`config.mk`:
```
export PLATFORM = sky130hd
export DESIGN_NAME = alu_ctrl_exec
export DESIGN_NICKNAME = d
export VERILOG_FILES = /design/src/rtl/alu_ctrl_exec_pkg.sv /design/src/rtl/alu_ctrl_exec_mul_iter.sv /design/src/rtl/alu_ctrl_exec.sv
export SDC_FILE = /design/constraint.sdc
export NUM_CORES = 1
export LEC_CHECK = 0
export ABC_AREA = 1
export CAP_MARGIN = 20
export CORE_MARGIN = 3
export CORE_UTILIZATION = 46
export DETAILED_ROUTE_END_ITERATION = 7
export PLACE_DENSITY = 0.65
export SLEW_MARGIN = 20
export SYNTH_ARGS = -nofsm -noshare
export SYNTH_HDL_FRONTEND = slang
export SYNTH_HIERARCHICAL = 1
export SYNTH_SLANG_ARGS = --single-unit
```
`constraint.sdc`:
```
create_clock -name clk -period 3.09 [get_ports clk]
set_input_delay 0.618 -clock clk [delete_from_list [all_inputs] [get_ports clk]]
set_output_delay 0.618 -clock clk [all_outputs]
set_load 0.1 [all_outputs]
```
`src/rtl/alu_ctrl_exec_pkg.sv`:
```
// alu_pkg: shared encodings for the ALU control / execute stage.
//  - ALU_op encodings coming from the main control unit
//  - R-type funct codes understood by the execute stage
//  - internal operation enum and the stage FSM state enum
//  - decode_op(): maps (alu_op, funct) onto the internal operation
package alu_pkg;

  localparam logic [1:0] ALUOP_ADD   = 2'b00;
  localparam logic [1:0] ALUOP_SUB   = 2'b01;
  localparam logic [1:0] ALUOP_RTYPE = 2'b10;
  localparam logic [1:0] ALUOP_OR    = 2'b11;

  localparam logic [5:0] FUNCT_ADDU  = 6'b100001;
  localparam logic [5:0] FUNCT_SUBU  = 6'b100011;
  localparam logic [5:0] FUNCT_SLL   = 6'b000000;
  localparam logic [5:0] FUNCT_SRL   = 6'b000010;
  localparam logic [5:0] FUNCT_OR    = 6'b100101;
  localparam logic [5:0] FUNCT_AND   = 6'b100100;
  localparam logic [5:0] FUNCT_SLT   = 6'b101010;
  localparam logic [5:0] FUNCT_MULTU = 6'b011001;

  typedef enum logic [3:0] {
    OP_ADD,
    OP_SUB,
    OP_SLL,
    OP_SRL,
    OP_OR,
    OP_AND,
    OP_SLT,
    OP_MULTU,
    OP_ILL
  } op_e;

  typedef enum logic {
    ST_IDLE,
    ST_MUL
  } state_e;

  // funct only matters for R-type; every other alu_op maps directly.
  function automatic op_e decode_op(input logic [1:0] alu_op, input logic [5:0] funct);
    op_e op;
    op = OP_ILL;
    case (alu_op)
      ALUOP_ADD: op = OP_ADD;
      ALUOP_SUB: op = OP_SUB;
      ALUOP_OR:  op = OP_OR;
      default: begin
        case (funct)
          FUNCT_ADDU:  op = OP_ADD;
          FUNCT_SUBU:  op = OP_SUB;
          FUNCT_SLL:   op = OP_SLL;
          FUNCT_SRL:   op = OP_SRL;
          FUNCT_OR:    op = OP_OR;
          FUNCT_AND:   op = OP_AND;
          FUNCT_SLT:   op = OP_SLT;
          FUNCT_MULTU: op = OP_MULTU;
          default:     op = OP_ILL;
        endcase
      end
    endcase
    return op;
  endfunction

endpackage

```
`src/rtl/alu_ctrl_exec_mul_iter.sv`:
```
// alu_mul_iter: iterative unsigned shift-add multiplier, one partial product per clock.
// Ports:
//  clk, rst_n  clock, asynchronous active-low reset (discards any product in flight)
//  start       load a/b and begin; ignored unless the caller is idle
//  a, b        multiplicand / multiplier (DATA_W each)
//  done        high during the final step; product is valid in that same cycle
//  product     2*DATA_W-bit result, meaningful only while done is high
// A start followed by DATA_W steps means done is seen on the DATA_W-th edge after start,
// and the top level loads the product on that edge.
module alu_mul_iter #(
  parameter int DATA_W = 32
) (
  input  logic                  clk,
  input  logic                  rst_n,
  input  logic                  start,
  input  logic [DATA_W-1:0]     a,
  input  logic [DATA_W-1:0]     b,
  output logic                  done,
  output logic [2*DATA_W-1:0]   product
);

  localparam int CNT_W = $clog2(DATA_W);

  logic                busy_reg;
  logic [CNT_W-1:0]    cnt_reg;
  logic [DATA_W-1:0]   mcand_reg;
  // {hi_reg, lo_reg}: the accumulator shifts right into lo_reg while the multiplier
  // bits shift out of its bottom, so after DATA_W steps it holds the full product.
  logic [DATA_W-1:0]   hi_reg;
  logic [DATA_W-1:0]   lo_reg;

  logic [DATA_W-1:0]   addend;
  logic [DATA_W:0]     sum;
  logic [DATA_W-1:0]   hi_next;
  logic [DATA_W-1:0]   lo_next;

  // Partial product: multiplicand gated by the current multiplier LSB.
  generate
    for (genvar gi = 0; gi < DATA_W; gi++) begin : g_addend
      assign addend[gi] = mcand_reg[gi] & lo_reg[0];
    end
  endgenerate

  assign sum     = {1'b0, hi_reg} + {1'b0, addend};
  assign hi_next = sum[DATA_W:1];
  assign lo_next = {sum[0], lo_reg[DATA_W-1:1]};

  assign done    = busy_reg && (cnt_reg == '0);
  assign product = {hi_next, lo_next};

  always_ff @(posedge clk or negedge rst_n) begin
    if (!rst_n) begin
      busy_reg  <= 1'b0;
      cnt_reg   <= '0;
      mcand_reg <= '0;
      hi_reg    <= '0;
      lo_reg    <= '0;
    end else if (start && !busy_reg) begin
      busy_reg  <= 1'b1;
      cnt_reg   <= CNT_W'(DATA_W - 1);
      mcand_reg <= a;
      hi_reg    <= '0;
      lo_reg    <= b;
    end else if (busy_reg) begin
      hi_reg <= hi_next;
      lo_reg <= lo_next;
      if (cnt_reg == '0) begin
        busy_reg <= 1'b0;
      end else begin
        cnt_reg <= cnt_reg - 1'b1;
      end
    end
  end

endmodule

```
`src/rtl/alu_ctrl_exec.sv`:
```
// alu_ctrl_exec: ALU control + execute stage of the multi-cycle MIPS datapath.
// Decodes alu_op/funct, runs the operation and registers the result behind a
// valid/ready handshake on both sides. multu is handed to alu_mul_iter and takes
// DATA_W cycles; everything else completes in one.
// Ports:
//  clk, rst_n            clock, asynchronous active-low reset
//  in_valid / in_ready   request handshake (alu_op, funct, shamt, op_a, op_b)
//  out_valid / out_ready result handshake (result, result_hi, zero, illegal)
module alu_ctrl_exec
  import alu_pkg::*;
#(
  parameter int DATA_W  = 32,
  parameter int SHAMT_W = 5
) (
  input  logic               clk,
  input  logic               rst_n,
  input  logic               in_valid,
  output logic               in_ready,
  input  logic [1:0]         alu_op,
  input  logic [5:0]         funct,
  input  logic [SHAMT_W-1:0] shamt,
  input  logic [DATA_W-1:0]  op_a,
  input  logic [DATA_W-1:0]  op_b,
  output logic               out_valid,
  input  logic               out_ready,
  output logic [DATA_W-1:0]  result,
  output logic [DATA_W-1:0]  result_hi,
  output logic               zero,
  output logic               illegal
);

  state_e              state_reg;
  logic                out_valid_reg;
  logic [DATA_W-1:0]   result_reg;
  logic [DATA_W-1:0]   result_hi_reg;
  logic                zero_reg;
  logic                illegal_reg;

  op_e                 op_sel;
  logic [DATA_W-1:0]   alu_res;
  logic                accept;
  logic                mul_start;
  logic                mul_done;
  logic [2*DATA_W-1:0] mul_product;

  assign op_sel = decode_op(alu_op, funct);

  // Including rst_n keeps in_ready low for the whole reset pulse.
  assign in_ready  = rst_n && (state_reg == ST_IDLE) && (!out_valid_reg || out_ready);
  assign accept    = in_valid && in_ready;
  assign mul_start = accept && (op_sel == OP_MULTU);

  // Single-cycle datapath; multu and illegal produce 0 here.
  always_comb begin
    alu_res = '0;
    case (op_sel)
      OP_ADD: alu_res = op_a + op_b;
      OP_SUB: alu_res = op_a - op_b;
      OP_SLL: alu_res = op_b << shamt;
      OP_SRL: alu_res = op_b >> shamt;
      OP_OR:  alu_res = op_a | op_b;
      OP_AND: alu_res = op_a & op_b;
      OP_SLT: alu_res = {{(DATA_W-1){1'b0}}, ($signed(op_a) < $signed(op_b))};
      default: alu_res = '0;
    endcase
  end

  alu_mul_iter #(
    .DATA_W (DATA_W)
  ) u_mul (
    .clk     (clk),
    .rst_n   (rst_n),
    .start   (mul_start),
    .a       (op_a),
    .b       (op_b),
    .done    (mul_done),
    .product (mul_product)
  );

  always_ff @(posedge clk or negedge rst_n) begin
    if (!rst_n) begin
      state_reg     <= ST_IDLE;
      out_valid_reg <= 1'b0;
      result_reg    <= '0;
      result_hi_reg <= '0;
      zero_reg      <= 1'b1;
      illegal_reg   <= 1'b0;
    end else begin
      case (state_reg)
        ST_IDLE: begin
          if (accept) begin
            if (op_sel == OP_MULTU) begin
              // Previous result was consumed on this edge; nothing valid until done.
              state_reg     <= ST_MUL;
              out_valid_reg <= 1'b0;
            end else begin
              out_valid_reg <= 1'b1;
              result_reg    <= alu_res;
              result_hi_reg <= '0;
              zero_reg      <= (alu_res == '0);
              illegal_reg   <= (op_sel == OP_ILL);
            end
          end else if (out_valid_reg && out_ready) begin
            out_valid_reg <= 1'b0;
          end
        end
        ST_MUL: begin
          if (mul_done) begin
            state_reg     <= ST_IDLE;
            out_valid_reg <= 1'b1;
            result_reg    <= mul_product[DATA_W-1:0];
            result_hi_reg <= mul_product[2*DATA_W-1:DATA_W];
            zero_reg      <= (mul_product == '0);
            illegal_reg   <= 1'b0;
          end
        end
        default: state_reg <= ST_IDLE;
      endcase
    end
  end

  assign out_valid = out_valid_reg;
  assign result    = result_reg;
  assign result_hi = result_hi_reg;
  assign zero      = zero_reg;
  assign illegal   = illegal_reg;

endmodule

```
Word level (Yosys, flattened, before mapping)
Cells that the tools add are included.
Storage, ports and cells
  input port bits: 81
  flip-flop bits (word level): 170
  output and inout bits: 68
  logic and storage cells: 133
Operators by class
  mux-type cells: 38
  shift operators: 2
  eq/ne operators: 22
  bitwise operators: 35
  $add $sub $neg: 4
  reduce and logical (&&, ||, !) cells: 20
  $lt $le $gt $ge: 1
Operators by type and width (count)
  32-bit 2-to-1 mux: 10
  32-bit one-hot mux with 7 select lines: 1
  32-bit one-hot mux with 2 select lines: 2
  64-bit logical NOT: 1
  32-bit by 32-bit adder with 33-bit output: 1
  32-bit adder: 1
  1-bit bitwise AND: 32
  32-bit bitwise AND: 1
  32-bit logical NOT: 1
  32-bit < comparator: 1
  32-bit bitwise OR: 1
  4-bit one-hot mux with 8 select lines: 1
  32-bit by 5-bit << shifter with 32-bit output: 1
  32-bit by 5-bit >> shifter with 32-bit output: 1
  32-bit subtractor: 1
  6-bit == test, second input constant: 5
  4-bit by 3-bit == test with 1-bit output, second input constant: 4
  1-bit 2-to-1 mux: 16
  5-bit 2-to-1 mux: 3
  4-bit one-hot mux with 3 select lines: 1
  4-bit by 2-bit == test with 1-bit output, second input constant: 2
  1-bit one-hot mux with 2 select lines: 4
  1-bit logical AND: 7
  6-bit by 2-bit == test with 1-bit output, second input constant: 1
  19 further kinds: 23

Longest topological paths before layout
Gate-level depths: netlist (run 1).
  depth after elaboration: 9
  mapped depth: 23
  depth with buffers taken out: 22

Hierarchy
The synthesis (run 1) kept the hierarchy.
By module, submodules not included
  alu_ctrl_exec: area an instance 13426.6 µm², cells an instance 2566, seq. area each 1702.9 µm², instances 1
  alu_mul_iter: area an instance 7083.0 µm², cells an instance 1063, seq. area each 2552.4 µm², instances 1

Worst setup path after synthesis (run 1)
Ideal clock, no wire load.
  kind: register -> register
  start: register out_valid_reg (netlist: out_valid)
  end: register zero_reg (netlist: zero)
  slack: -0.566 ns
  arrival: 3.575 ns
  cell stages (with the launch flop): 10
  setup time: 0.082 ns
  period minus slack after synthesis: 3.656 ns
  buffers on the path: 1
  data required time: 3.008 ns
  cells stage by stage: dfrtp_1 -> inv_1 -> o21ai_0 -> nor2_1 -> nand2_1 -> nor2_1 -> nor2_2 -> buf_2 -> a41oi_1 -> a21oi_2
Between the ends
  cells in the longest elaborated chain, start to end: 6
Ends and longest elaborated chain
  start, declared: line alu_ctrl_exec.sv:33  | logic out_valid_reg;
  start signal, assigned: line alu_ctrl_exec.sv:83  | out_valid_reg <= 1'b0;
  start signal, assigned: line alu_ctrl_exec.sv:95  | out_valid_reg <= 1'b0;
  start signal, assigned: line alu_ctrl_exec.sv:97  | out_valid_reg <= 1'b1;
  1-bit logical NOT: line alu_ctrl_exec.sv:49  | assign in_ready = rst_n && (state_reg == ST_IDLE) && (!out_valid_reg || out_ready);
  1-bit logical OR: line alu_ctrl_exec.sv:49
  1-bit logical AND: line alu_ctrl_exec.sv:49
  via in_ready: line alu_ctrl_exec.sv:18  | output logic in_ready,
  1-bit logical AND: line alu_ctrl_exec.sv:50  | assign accept = in_valid && in_ready;
  2-bit != test (no line)
  3-bit AND reduction (no line)
  end signal, assigned: line alu_ctrl_exec.sv:100  | zero_reg <= (alu_res == '0);
  end signal, assigned: line alu_ctrl_exec.sv:113  | zero_reg <= (mul_product == '0);
  end, declared: line alu_ctrl_exec.sv:36  | logic zero_reg;
The timed path passes the listed nets, and every way through them passes these cells.
A chain may end at the register's enable or synchronous reset.

Final worst setup path (run 1)
  start: register u_mul.lo_reg[0]
  end: register zero_reg (netlist: zero)
Between the ends
  cells in the longest elaborated chain, start to end: 5
  elaborated cells between the ends (all ways): 36
  those cells by class: add/sub: 1; mux: 2; bitwise: 32; reduce/logical: 1
Ends and longest elaborated chain
  start, declared: line alu_ctrl_exec_mul_iter.sv:30  | logic [DATA_W-1:0] lo_reg;
  start signal, assigned: line alu_ctrl_exec_mul_iter.sv:66  | lo_reg <= lo_next;
  1-bit bitwise AND: line alu_ctrl_exec_mul_iter.sv:40  | assign addend[gi] = mcand_reg[gi] & lo_reg[0];
  32-bit by 32-bit adder with 33-bit output *: line alu_ctrl_exec_mul_iter.sv:44  | assign sum = {1'b0, hi_reg} + {1'b0, addend};
  via mul_product[54]: line alu_ctrl_exec.sv:44  | logic [2*DATA_W-1:0] mul_product;
  64-bit logical NOT *: line alu_ctrl_exec.sv:113
  1-bit 2-to-1 mux *: line alu_ctrl_exec.sv:108  | if (mul_done) begin
  1-bit one-hot mux with 2 select lines *: line alu_ctrl_exec.sv:89  | case (state_reg)
Mark *: on every way through the listed nets, which the timed path passes. The rest lies on a longest branch. The select of a mux whose other input is x is not followed.

==> results of run 1 <==
==> Yosys cell counts, drive strengths merged, types with 2 or more instances <==
cell type	instances	area [sq um]
and3	3	18.8
o211ai	29	218
a22o	2	17.5
o21bai	10	75.1
nand2	1367	5180
fa	3	60.1
nor4	9	56.3
a21boi	2	15.0
dfrtp	169	4230
ha	147	1840
and2	19	119
nor2	335	1320
nand3b	11	82.6
buf	97	567
a21oi	117	593
xor2	30	285
o21ai	108	541
o22ai	5	31.3
clkbuf	75	282
nor3	24	130
or2	4	25.0
nand4	25	163
nand3	456	2330
inv	554	2080
a21o	2	15.0
o221ai	9	78.8
xnor2	11	96.3
==> layer usage <==
layer	wire, um	vias to the layer above	GRT usage
met1	39300	12700	0.527
met5	0	-	0
met2	46800	1776	0.683
met3	10800	486	0.0821
li1	-	12600	-
met4	9850	0	0.293
==> power groups by stage <==
stage               Combinational [uW]  Sequential, uW  Clock [uW]
global placement                  3110            2290           0
floorplan                         1350            2410           0
finish                            3430            2250        2330
CTS                               3180            2250        2350
detailed placement                3130            2290           0
global route                      3630            2250        2440
==> worst paths after layout <==
kind,startpoint,to,cells past startpoint
worst max-delay path,u_mul/lo_reg[0],zero,20
worst min-delay path,rst_n,out_valid,2
worst max register to register,u_mul/lo_reg[0],zero,20
worst min register to register,u_mul/mcand_reg[16],u_mul/mcand_reg[16],2
max in group asynchronous,rst_n,result[3],3
min in group clk,u_mul/mcand_reg[16],u_mul/mcand_reg[16],2
==> cells by family after synthesis <==
group / share of synthesized area
DFF: 0.207
AOI/OAI and AO/OA: 0.0788
buffers and inverters: 0.143
adders and majority gates: 0.0926
and+or+nand+nor: 0.460
xor gates and xnor gates: 0.0186
==> final cells by class <==
type	instances	area, sq um
Clock buffer	17	425
Clock inverter	15	211
Fill cell	3798	13800
Inverter	555	2120
Multi-Input combinational cell	2732	15000
Sequential cell	170	4260
Tap cell	585	732
Timing Repair Buffer	840	7010
==> through the flow <==
step	hold WS [ps]	cells	TNS, ps	utilization
after global routing	328	4914	-1740	0.683
after CTS	295	4901	-248	0.655
after global placement	463	4830	-26200	0.617
after floorplan	322	3629	0	-
final	282	4914	-1150	0.683
after detailed placement	465	4830	-38310	0.617
==> timing repair <==
item	CTS	global route
endpoints found under the hold margin	0	0
pin swaps	54	86
resized for setup	168	301
cloned	2	0
setup buffers	37	14
endpoints found under the setup margin	20	43
==> out/metrics.cfg, run 1 <==
[worst_setup_path]
worst_path_max_delay_cell = dfrtp_2
cp.arrival_ps = 3890
startpoint_type = register
critical_path_required_ps = 3520
r2r_slack_ps = -360
critical_path_start_end_classification = reg -> reg
crit_path_max_fanout = 5
worst_path_dominant_cell_family = simple AND/OR/NAND/NOR gates
timing.critical_path.cells = buf_6, buf_16, nand2_2, inv_4, ha_4, nand2_4, buf_4, nor3_2, nand2_1, nand2_2, nand2_2, nand2_1, nand2_1, and2_1, inv_1, nand4_1, nor4_2, buf_4, a41oi_4, a21oi_2
critical_path.n_buffers_inverters = 6
timing.critical_path.to_type = register
max_stage_delay_ps = 540

[route]
finalWirelength_mm = 107
antenna_left = 0
routed-via-count = 27600
routed_via_density = 5.63
wire_per_inst_um = 21.7
drt_initial_violations = 3456
firstDrtPassIters = 8
drc = 8

[power]
total_leakage_power_uw = 0.0167
swShare = 0.413
pwr-share-clk = 0.291
power_density_over_the_cells_mw_per_mm2 = 270
intPower_uw = 4710
p_total_uw = 8010
peakVddDrop_mv = 0.449
total_switching_power_uw = 3310
power.share.sequential = 0.281
part_of_the_power_in_combinational_logic = 0.428

[clocking]
clk_pin_slew_worst_paths_ps = 90
cts_tree = yes
clock_sink_count = 170
cts_max_path_buffers = 2
clk_root_buffer_cell = clkbuf_16
clk_latency_ps = 490
htreeDepth = 4
numCtsBuffers = 17
holdBufCountCts = 0

[sta]
final-hold-violation-count = 0
layout_setup_ws_ps = -365
grt_setup_unrepaired = yes
final.period_utilization = 1.12
fin_crit_ps = 3450
max_freq_ghz = 0.289
max_slew.worst_pin.slew_ps = 796
worst_case_headroom_to_the_max_slew_limit = 0.470
setup_viol = 5
report.final.slew_viol_count = 0
fin_skew_ps = 21.1

[global_routing]
global_route.usage.total = 0.430
grt_start_max_net_pins = 64
gr-total-overflow = 0
grt_pass1_vias = 25700
grt_pass1_wl_mm = 153
initial_antenna_violation_count = 1

[place]
pre_cts_slack_ps = -803
gp_routability_congestion = 1.12
placed_cell_area_sq_mm = 0.0269
buffer_ports.inserted = 148
detailedPlacementHpwl_mm = 85.0

[floorplan]
floorplan.initialDensity = 0.471
width_of_the_die_um = 217
die-area_sq_mm = 0.0472
dieHeight_um = 217
ios = 149
placementRows = 76
core_area_sq_mm = 0.0436

[final_layout]
antenna-diode-count = 0
flow.area_growth_from_synthesis_pct = 45.0
most-common-layout-cells = 1258 x nand2_1, 713 x buf_4, 499 x inv_1, 424 x nand3_1, 267 x nor2_1
final_layout_size_suffix_gt1_frac = 0.271
layout_commonest_cell = nand2_1
finalInstanceArea_sq_mm = 0.0297
finalNetCount = 4547

[yosys]
ys.warnings.count = 6
synth.avg_cell_area_sq_um = 5.65
synth_seq_area_share = 0.207
synth_cell_type_count = 48
synthesis.instances = 3629
synthArstFlopShare = 1.00
postSynthRegisterBits = 170
synth_enable_flop_cells = 0
synthesis.area_sq_mm = 0.0205
synth_nets = 3860
ys_dominant_reg_cell = dfrtp_1

[job]
max_cap_viol_count = 0

[outcome]
outcome = complete, but fails checks
violated_checks = DRC, setup timing

[worst_hold_path]
hp-class = in -> async

Power figures use the tool's default switching activity.
==> inputs of run 2 (changes only) <==
- RECOVER_POWER: not set -> 25
==> run 2 against run 1 <==
  * Combinational power about the same
  * Critical path depth decreased by 1
  * Highest routed layer unchanged
  * Final area about the same
  * Fmax decreased by 0.20%
  * The run ends with capacitance limit, slew limit, setup timing left
  * Clock-buffer cell count unchanged
  * Sequential power about the same
  * Register-to-register slack about the same
==> out/metrics.cfg, run 2 (synthesis gave the netlist of run 1 again) <==
[worst_setup_path]
max_stage_delay_ps = 570  ; +30 ps
timing.critical_path.cells = buf_6, nand2_1, inv_2, ha_4, nand2_1, nand2_1, inv_1, nand2_1, a21oi_2, nand2_2, nand2_2, nand3_1, and2_1, inv_1, nand4_1, nor4_2, buf_4, a41oi_4, a21oi_2
worst_r2r_path_depth = 19  ; -5.0%
startpoint_type = register
r2r_slack_ps = -370  ; about the same
critical_path_start_end_classification = reg -> reg
critical_path.n_buffers_inverters = 5  ; -1
regToRegEndpoint = zero
cp.arrival_ps = 3890  ; about the same
critical_path_required_ps = 3520  ; about the same
crit_path_max_fanout = 9  ; +4
most_common_cell_on_crit_path = nand2_1
worst_path_dominant_cell_family = simple AND/OR/NAND/NOR gates
worst_path_max_delay_cell = dfrtp_2
timing.critical_path.to_type = register
regToRegStartpoint = u_mul/lo_reg[0]

[place]
buffer_ports.inserted = 148  ; unchanged
dp_cells = 4830  ; unchanged
detailedPlacementHpwl_mm = 85.0  ; unchanged
gp_routability_congestion = 1.12  ; unchanged
placed_cell_area_sq_mm = 0.0269  ; unchanged
pre_cts_slack_ps = -803  ; unchanged

[final_layout]
finalNetCount = 4547  ; unchanged
finalInstanceArea_sq_mm = 0.0297  ; about the same
layout_commonest_cell = nand2_1
most-common-layout-cells = 1258 x nand2_1, 711 x buf_4, 499 x inv_1, 424 x nand3_1, 267 x nor2_1
antenna-diode-count = 0  ; unchanged
final_layout_size_suffix_gt1_frac = 0.271  ; about the same
flow.area_growth_from_synthesis_pct = 44.9  ; about the same
finish.cell_count_without_fillers = 4914  ; unchanged
fin_util = 0.683  ; about the same

[global_routing]
global_route.usage.total = 0.430  ; unchanged
grt_pass1_wl_mm = 153  ; unchanged
grt_start_max_net_pins = 64  ; unchanged
gr-total-overflow = 0  ; unchanged
grt_pass1_vias = 25700  ; unchanged
initial_antenna_violation_count = 1  ; unchanged

[route]
finalWirelength_mm = 107  ; about the same
routed-via-count = 27600  ; -0.043%
drc = 0  ; -8
firstDrtPassIters = 8  ; unchanged
drt_initial_violations = 3466  ; +0.29%
routed_via_density = 5.62  ; about the same
antenna_left = 0  ; unchanged
wire_per_inst_um = 21.7  ; about the same

[floorplan]
floorplan.initialDensity = 0.471  ; unchanged
dieHeight_um = 217  ; unchanged
core_area_sq_mm = 0.0436  ; unchanged
placementRows = 76  ; unchanged
die-area_sq_mm = 0.0472  ; unchanged
ios = 149  ; unchanged
width_of_the_die_um = 217  ; unchanged

[power]
power_density_over_the_cells_mw_per_mm2 = 270  ; about the same
peakVddDrop_mv = 0.448  ; -0.26%
total_leakage_power_uw = 0.0167  ; about the same

[worst_hold_path]
min_to = u_mul/mcand_reg[16]
hold_path_startpoint = u_mul/mcand_reg[16]
hp-class = reg -> reg
hold_depth = 2

[sta]
max_slew.worst_pin.slew_ps = 1510  ; +710 ps
max_freq_ghz = 0.289  ; -0.20%
fin_skew_ps = 20.9  ; -0.210 ps
worst_case_headroom_to_the_max_slew_limit = -0.00352  ; -0.473
grt_setup_unrepaired = yes
final.period_utilization = 1.12  ; +0.00228
setup_viol = 5  ; unchanged
fin_crit_ps = 3460  ; +7.03 ps
tns_ps = -1180  ; -34.5 ps
report.final.slew_viol_count = 57  ; +57
layout_setup_ws_ps = -372  ; -7.03 ps
final-hold-violation-count = 0  ; unchanged

[job]
max_cap_viol_count = 1  ; +1

[clocking]
cts_tree = yes
clock_sink_count = 170  ; unchanged
numCtsBuffers = 17  ; unchanged
clk_pin_slew_worst_paths_ps = 80  ; about the same
htreeDepth = 4  ; unchanged
clk_root_buffer_cell = clkbuf_16
clk_latency_ps = 490  ; about the same
cts_max_path_buffers = 2  ; unchanged

[outcome]
outcome = complete, but fails checks
violated_checks = capacitance limit, slew limit, setup timing

[run 2: report_power, final]
part	internal, uW	switching, uW
Clock	1120	1210
Combinational	1340	2080
Sequential	2240	12.9
Total	4700	3310
[run 2: repair_timing]
item	4_1_cts	5_1_grt
resized for setup	168	301
gates cloned	2	0
setup buffers	37	14
hold buffers	0	0
pin swaps	54	86
setup endpoints to repair	20	43
[run 2: cell type report]
class | instances | area (sq um)
timing repair buffer | 840 | 7000
sequential | 170 | 4260
clock buffer | 17 | 425
clock inverter | 15 | 211
multi-input combinational | 2732 | 15000
tap | 585 | 732
fill | 3802 | 13800
inverter | 555 | 2120
[run 2: through the flow]
stage          hold slack, ps  total power, uW
6_report                  487             8010
5_1_grt                   504             8320
4_1_cts                   295             7780
3_5_place_dp              465             5430
3_3_place_gp              463             5410
2_1_floorplan             322             3760
[run 2: worst min-delay path: cells and delay by family, from the launching register on]
kind          cells  cell delay, ps
flops             1             340
simple gates      2             120
[run 2: metal layers]
metal,GRT usage,vias up,share of wire
met5,0,-,0
met4,0.293,0,0.092
met3,0.0821,481,0.099
met2,0.683,1742,0.44
met1,0.527,12800,0.37
li1,-,12600,-
[run 2: worst max-delay path by stage]
stage / startpoint / to / slack [ps] / depth (start not counted)
after floorplan: out_valid / zero / 290 / 9
after global placement: op_b[13] / zero / -790 / 20
after detailed placement: op_b[11] / result[30] / -800 / 17
after CTS: u_mul/lo_reg[0] / zero / -90 / 18
after global routing: u_mul/lo_reg[0] / zero / -520 / 19
final: u_mul/lo_reg[0] / zero / -370 / 19
